`src/rtl/fetch_unit_if.sv`:
```
// Instruction-memory request/response bus between the fetch stage (master) and imem (slave).
// A request completes in the same cycle that ready is high.
interface fetch_unit_if;
    logic        req;
    logic [31:0] addr;
    logic [31:0] rdata;
    logic        ready;

    modport master (
        output req,
        output addr,
        input  rdata,
        input  ready
    );

    modport slave (
        input  req,
        input  addr,
        output rdata,
        output ready
    );
endinterface

```
`src/rtl/fetch_unit.sv`:
```
// Instruction fetch stage: owns the PC, fetches one word at a time from imem, holds it for
// decode until accepted, then moves to the next PC chosen by the decoder's npc_op.
module fetch_unit #(
    parameter logic [31:0] RESET_PC  = 32'h0000_0000,
    parameter logic [31:0] NOP_INSTR = 32'h0000_0013
) (
    input  logic               clk,
    input  logic               rstn,
    input  logic [1:0]         npc_op,
    input  logic [31:0]        imm,
    input  logic [31:0]        alu_out,
    input  logic               instr_accept,
    input  logic               stall,
    fetch_unit_if.master       imem,
    output logic [31:0]        pc,
    output logic [31:0]        pc_plus4,
    output logic [31:0]        instr,
    output logic               instr_valid,
    output logic [6:0]         op,
    output logic [2:0]         funct3,
    output logic [6:0]         funct7,
    output logic               misalign
);

    typedef enum logic [1:0] {
        S_BOOT  = 2'd0,
        S_FETCH = 2'd1,
        S_ISSUE = 2'd2,
        S_HALT  = 2'd3
    } state_t;

    localparam logic [1:0] NPC_SEQ    = 2'b00;
    localparam logic [1:0] NPC_BRANCH = 2'b01;
    localparam logic [1:0] NPC_JAL    = 2'b10;
    localparam logic [1:0] NPC_JALR   = 2'b11;

    state_t      state_q, state_d;
    logic [31:0] pc_q, pc_d;
    logic [31:0] instr_q, instr_d;
    logic        instr_valid_q, instr_valid_d;
    logic        misalign_q, misalign_d;
    logic [31:0] next_pc;

    // jalr drops bit 0 of the target before the alignment check; all sums wrap mod 2^32.
    function automatic logic [31:0] calc_next_pc(
        input logic [1:0]  sel,
        input logic [31:0] cur_pc,
        input logic [31:0] offset,
        input logic [31:0] jalr_tgt
    );
        logic [31:0] result;
        case (sel)
            NPC_SEQ:    result = cur_pc + 32'd4;
            NPC_BRANCH: result = cur_pc + offset;
            NPC_JAL:    result = cur_pc + offset;
            NPC_JALR:   result = jalr_tgt & 32'hFFFF_FFFE;
            default:    result = cur_pc + 32'd4;
        endcase
        return result;
    endfunction

    always_ff @(posedge clk or negedge rstn) begin
        if (!rstn) begin
            state_q       <= S_BOOT;
            pc_q          <= RESET_PC;
            instr_q       <= NOP_INSTR;
            instr_valid_q <= 1'b0;
            misalign_q    <= 1'b0;
        end else begin
            state_q       <= state_d;
            pc_q          <= pc_d;
            instr_q       <= instr_d;
            instr_valid_q <= instr_valid_d;
            misalign_q    <= misalign_d;
        end
    end

    always_comb begin
        state_d       = state_q;
        pc_d          = pc_q;
        instr_d       = instr_q;
        instr_valid_d = instr_valid_q;
        misalign_d    = misalign_q;
        next_pc       = calc_next_pc(npc_op, pc_q, imm, alu_out);

        case (state_q)
            S_BOOT: begin
                if (!stall) begin
                    state_d = S_FETCH;
                end
            end
            S_FETCH: begin
                // A response that arrives while stalled is dropped; req stays up so it is re-fetched.
                if (imem.ready && !stall) begin
                    instr_d       = imem.rdata;
                    instr_valid_d = 1'b1;
                    state_d       = S_ISSUE;
                end
            end
            S_ISSUE: begin
                if (instr_accept && !stall) begin
                    pc_d          = next_pc;
                    instr_d       = NOP_INSTR;
                    instr_valid_d = 1'b0;
                    if (next_pc[1:0] != 2'b00) begin
                        misalign_d = 1'b1;
                        state_d    = S_HALT;
                    end else begin
                        state_d    = S_FETCH;
                    end
                end
            end
            S_HALT: begin
                instr_d       = NOP_INSTR;
                instr_valid_d = 1'b0;
            end
            default: begin
                state_d = S_BOOT;
            end
        endcase
    end

    assign imem.req    = (state_q == S_FETCH);
    assign imem.addr   = pc_q;

    assign pc          = pc_q;
    assign pc_plus4    = pc_q + 32'd4;
    assign instr       = instr_q;
    assign instr_valid = instr_valid_q;
    assign misalign    = misalign_q;

    assign op          = instr_q[6:0];
    assign funct3      = instr_q[14:12];
    assign funct7      = instr_q[31:25];

endmodule

```
`src/flat_wrapper.sv`:
```
// flat-port wrapper written by rule: the top's interface ports become plain ports
module fetch_unit_flat 
#(
    parameter logic [31:0] RESET_PC  = 32'h0000_0000,
    parameter logic [31:0] NOP_INSTR = 32'h0000_0013
)
  (clk, rstn, npc_op, imm, alu_out, instr_accept, stall, pc, pc_plus4, instr, instr_valid, op, funct3, funct7, misalign, imem_req, imem_addr, imem_rdata, imem_ready);
  fetch_unit_if imem_i ();
  input  logic clk;
  input  logic rstn;
  input  logic [1:0] npc_op;
  input  logic [31:0] imm;
  input  logic [31:0] alu_out;
  input  logic instr_accept;
  input  logic stall;
  output logic [31:0] pc;
  output logic [31:0] pc_plus4;
  output logic [31:0] instr;
  output logic instr_valid;
  output logic [6:0] op;
  output logic [2:0] funct3;
  output logic [6:0] funct7;
  output logic misalign;
  output wire logic [$bits(imem_i.req)-1:0] imem_req;
  output wire logic [$bits(imem_i.addr)-1:0] imem_addr;
  input wire logic [$bits(imem_i.rdata)-1:0] imem_rdata;
  input wire logic [$bits(imem_i.ready)-1:0] imem_ready;
  assign imem_req = imem_i.req;
  assign imem_addr = imem_i.addr;
  assign imem_i.rdata = imem_rdata;
  assign imem_i.ready = imem_ready;
  fetch_unit #(.RESET_PC(RESET_PC), .NOP_INSTR(NOP_INSTR)) u_core (.clk(clk), .rstn(rstn), .npc_op(npc_op), .imm(imm), .alu_out(alu_out), .instr_accept(instr_accept), .stall(stall), .imem(imem_i), .pc(pc), .pc_plus4(pc_plus4), .instr(instr), .instr_valid(instr_valid), .op(op), .funct3(funct3), .funct7(funct7), .misalign(misalign));
endmodule
```
`config.mk`:
```
export PLATFORM = sky130hd
export DESIGN_NAME = fetch_unit_flat
export DESIGN_NICKNAME = d
export VERILOG_FILES = /design/src/rtl/fetch_unit_if.sv /design/src/rtl/fetch_unit.sv /design/src/flat_wrapper.sv
export SDC_FILE = /design/constraint.sdc
export NUM_CORES = 1
export LEC_CHECK = 0
export BUFFER_PORTS_ARGS = -buffer_cell sky130_fd_sc_hd__buf_2
export CORE_ASPECT_RATIO = 0.8
export CORE_MARGIN = 2
export CORE_UTILIZATION = 27
export DETAILED_ROUTE_END_ITERATION = 7
export PLACE_DENSITY_LB_ADDON = 0.15
export SYNTH_ARGS = -nofsm -noshare
export SYNTH_HDL_FRONTEND = slang
export SYNTH_SLANG_ARGS = --single-unit
```
`constraint.sdc`:
```
create_clock -name clk -period 3.41 [get_ports clk]
set_input_delay 0.5115 -clock clk [delete_from_list [all_inputs] [get_ports clk]]
set_output_delay 0.5115 -clock clk [all_outputs]
set_load 0.02 [all_outputs]
```
After elaboration in Yosys (flattened, before gate mapping):

Index checks and enable logic that the tools add are counted.
Widths: inputs -> output; s select.

* logic and storage cells: 41
* register bits: 68
* output and inout port bits: 148
* input bits: 103

* add/sub/neg operators: 2
* multiplexer cells: 12
* equal/unequal tests: 9
* reductions and logical operators: 13

Operators with widths (number)
* $pmux 32 s3: 2
* $mux 32: 2
* $add 32x3->32 const B: 1
* $add 32x32->32: 1
* $eq 2x2->1 const B: 4
* $mux 2: 4
* $pmux 2 s3: 1
* $reduce_and 3->1: 2
* $reduce_bool 3->1: 2
* $eq 2x1->1 const B: 2
* $logic_not 2->1: 2
* $ne 2x1->1 const B: 2
* $reduce_and 4->1: 1
* $pmux 1 s3: 1
* $logic_and 1x1->1: 2
* $mux 1: 2
* $ne 2x2->1 const B: 1
* $reduce_and 2->1: 1
* $reduce_bool 2->1: 1
* $reduce_or 2->1: 1
* $logic_not 1->1: 1

Logic depth before layout (Yosys ltp):

* word-level depth: 7
* depth in mapped cells: 11
* gate-level depth less buffers: 10

Least setup slack after synthesis:

OpenSTA, ideal clock, no wires.

* kind: flip-flop to flip-flop
* from: register u_core.pc_q[0], in the netlist u_core.imem.addr[0]
* to: register u_core.pc_q[26], in the netlist u_core.imem.addr[26]
* stages on the path, launching flop included: 11
* slack: 0.615 ns
* buffers on the path: 0
* clock period less this slack: 2.795 ns
* setup time: 0.124 ns
* arrival: 2.671 ns
* required time: 3.286 ns
* path through: dfrtp_1 > ha_1 > fa_1 > a211oi_1 > o211ai_1 > nand4b_1 > a31oi_1 > a41oi_1 > nand2b_1 > a31o_2 > a211o_1

* cells in the longest elaborated chain, start to end: 2
* elaborated cells on any way between the ends: 3
* those cells by class: add/sub: 2; mux: 1

RTL lines
* start, declared: line fetch_unit.sv:38 `logic [31:0] pc_q, pc_d;`
* start signal, assigned: line fetch_unit.sv:71 `pc_q <= pc_d;`
* $add 32x32->32 or $add 32x3->32 (tied branches): line fetch_unit.sv:54, fetch_unit.sv:55, fetch_unit.sv:53
* $pmux 32 s3 (*): line fetch_unit.sv:52 `case (sel)`

Every way passes the cells marked *; elsewhere a longest branch is shown, timed or not.
A chain may end at the register's enable or synchronous reset.

Worst setup path after layout:

* from: register u_core.pc_q[10], in the netlist u_core.imem.addr[10]
* to: output port pc_plus4[28]

* cells in the longest elaborated chain, start to end: 1

RTL lines
* $add 32x3->32: line fetch_unit.sv:127 `assign pc_plus4 = pc_q + 32'd4;`
* end, declared: line flat_wrapper.sv:17 `output logic [31:0] pc_plus4;`

Every way passes these cells.

==> results.ini <==
[status]
status=finished clean

[synth]
syn_inst=717
synth_edf_count=0
syn-mean-instance-area_um2=8.47
yosysSeqAreaShare_pct=28.1
synthesis.area_um2=6070
syn_nets=860
ys_warn_count=0
synth-async-reset-ratio_pct=100
ys.flop_type=dfrtp_1
synth_cell_types=75
synth-seq-cells=68

[global_route]
grt_overflow=0
grt_pass1_wl_mm=33.9
grt_pass1_vias=5832
antenna_found_initial=0
grt_start_max_net_pins=69
grt_util_all_layers_pct=18.4

[sta]
clock_skew_ns=0.00855
rsz0062_at_grt=false
fmax_ghz=0.311
fin_setup_tns_ns=0
drv_slew=0
tightest_slew_ns=0.995
layout_min_cycle_time_ns=3.22
slew_headroom_pct=33.7
setup_viol=0
finalHoldViolations=0
timing.final.crit_share_pct=94.4

[worst_setup_path]
max_stage_delay_ns=0.56
r2r_setup_slack_ns=0.28
critical_path.slowest_cell=nor3_1
start_kind=register
path_cells=and4_4, nand3_1, nor3_1, nand2_1, nor2_1, xor2_1, buf_2
worstSetupPathType=reg -> out
cp-end-kind=output pin
rr_worst_depth=11
reg2reg_from=u_core.imem.addr[0]
critical_path.reg2reg.endpoint=u_core.imem.addr[26]
cp_top_family=simple AND/OR/NAND/NOR gates
cp.required_ns=2.90
worstPathArrival_ns=2.71
cp_max_fo=10
path_buf_inv=1

[floorplanning]
die_width_um=172
row_count=49
fp.dieH_um=138
fp.dieArea_um2=23700
pin_count=251
coreArea_um2=22300
initial_utilization_pct=27.3

[placed_design]
placed_area_um2=7380
gp_congestion=0.835
numPortBuffers=249
dp_hpwl_mm=17.0

[flow_run]
cap_violations=0

[clock_network]
cts.path.max_buffers=2
hold_buffers=0
clock_latency_ns=0.35
path_clk_slew_ns=0.06
ctsResizeCount=0
htreeDepth=3
cts-root-buf=clkbuf_16
clkSinkCount=68
numCtsBuffers=9
cts_setup_buffers=0
cts_tree=yes

[cells_and_area]
mostFrequentLayoutCells=248 x buf_2, 65 x dfrtp_1, 64 x nand2_1, 53 x a21oi_1, 43 x nor2_1
final_common_cell=buf_2
drive_above_1_share_pct=35.3
multi_input_area_um2=3790
final_cell_area_um2=7690
seq_area_um2=1710
fin_nets=1057
diodes=0
area_growth_pct=26.7
fillers=2367

[detailed_routing]
vias_per_cell=5.12
drtAntennaViolNets=0
drc_errors=0
drt-pass1-iter-count=5
vias=6269
dr.first_iter.drc_count=464
drt_wl_total_mm=22.3
detail_route.wl_per_cell_um=18.2

[power]
power_density_nw_per_um2=941
leakagePower_nw=3.75
ir_drop_mv=0.309

[hold_path]
hp-class=in -> async

==> registers in the layout, summed over array words and instances, names as in the netlist <==
register / cells
u_core.misalign: 1
u_core.imem.addr: 32
u_core.instr_valid: 1
u_core.instr: 32
u_core.state_q: 2
==> worst reg2reg max path, cell delays in order (launching register included) <==
cell and delay (ns):
dfrtp_1 0.44, ha_1 0.28, fa_1 0.41, a211oi_1 0.28, buf_4 0.18, o211ai_1 0.12, nand4b_1 0.17, a31oi_1 0.17
a41oi_1 0.34, nand2b_1 0.09, a31o_2 0.25, a211o_1 0.29
==> logic make-up after synthesis <==
| logic type | after synthesis | synth area share (%) |
|---|---|---|
| xor gates and xnor gates | 49 | 7.19 |
| adders and majority gates | 40 | 8.37 |
| muxes | 14 | 2.39 |
| AOI/OAI and AO/OA | 230 | 26.6 |
| buffers and inverters | 109 | 10.2 |
| and+or+nand+nor | 207 | 17.2 |
| DFF | 68 | 28.1 |
==> worst max-delay path by stage <==
stage / cells after the start / start / slack, ns / endpoint
global route: 7 / u_core.imem.addr[3] / 0.03 / pc_plus4[28]
finish: 7 / u_core.imem.addr[10] / 0.19 / pc_plus4[28]
CTS: 6 / u_core.imem.addr[10] / 0.09 / pc_plus4[31]
global placement: 13 / imm[0] / 0.23 / u_core.imem.addr[26]
floorplan: 10 / u_core.imem.addr[0] / 0.61 / u_core.imem.addr[26]
detailed placement: 12 / imm[0] / 0.16 / u_core.imem.addr[26]
==> layer usage <==
| layer | vias up | part of all wire, % | global-route usage (%) |
|---|---|---|---|
| met4 | 0 | 1.5 | 4.68 |
| met2 | 223 | 42 | 26.9 |
| met3 | 23 | 5.7 | 2.58 |
| met5 | - | 0 | 0 |
| li1 | 3005 | - | - |
| met1 | 3018 | 51 | 28.1 |
==> cell usage after synthesis, drive strengths merged (15+ instances only) <==
| cell type | count | area (um2) |
|---|---|---|
| nand2 | 64 | 240 |
| a21oi | 53 | 265 |
| o21ai | 37 | 185 |
| clkbuf | 27 | 103 |
| xor2 | 21 | 191 |
| nand3 | 28 | 145 |
| and3 | 15 | 93.8 |
| buf | 61 | 435 |
| nor2 | 47 | 194 |
| inv | 21 | 78.8 |
| ha | 39 | 488 |
| xnor2 | 28 | 245 |
| a22o | 31 | 272 |
| dfrtp | 65 | 1630 |
==> report_power, final <==
| part | total [mW] | switching, mW | internal, mW |
|---|---|---|---|
| sequential | 1.62 | 0.448 | 1.17 |
| clock | 1.01 | 0.430 | 0.576 |
| combinational | 4.61 | 2.84 | 1.77 |
| total | 7.24 | 3.72 | 3.52 |
==> cell type report <==
class	instances	share of cell area (%)
multi-input cells	540	49.2
flip-flops and latches	68	22.2
repair buffers	274	18.7
well taps	306	4.98
clock buffers	9	2.93
clock inverters	7	1.04
inverters	21	1.02
==> stage by stage <==
step | util [%] | std cells | hold slack, ns | total power, mW | setup slack [ns]
2_1_floorplan | - | 717 | 0.216 | 5.04 | 0.615
3_3_place_gp | 33.1 | 1209 | 0.441 | 6.23 | 0.232
3_5_place_dp | 33.1 | 1209 | 0.445 | 6.23 | 0.164
4_1_cts | 34.5 | 1225 | 0.356 | 7.28 | 0.0854
5_1_grt | 34.6 | 1225 | 0.374 | 7.79 | 0.0255
6_report | 34.6 | 1225 | 0.328 | 7.24 | 0.190
Note: power is estimated with default switching activity, not from simulation.
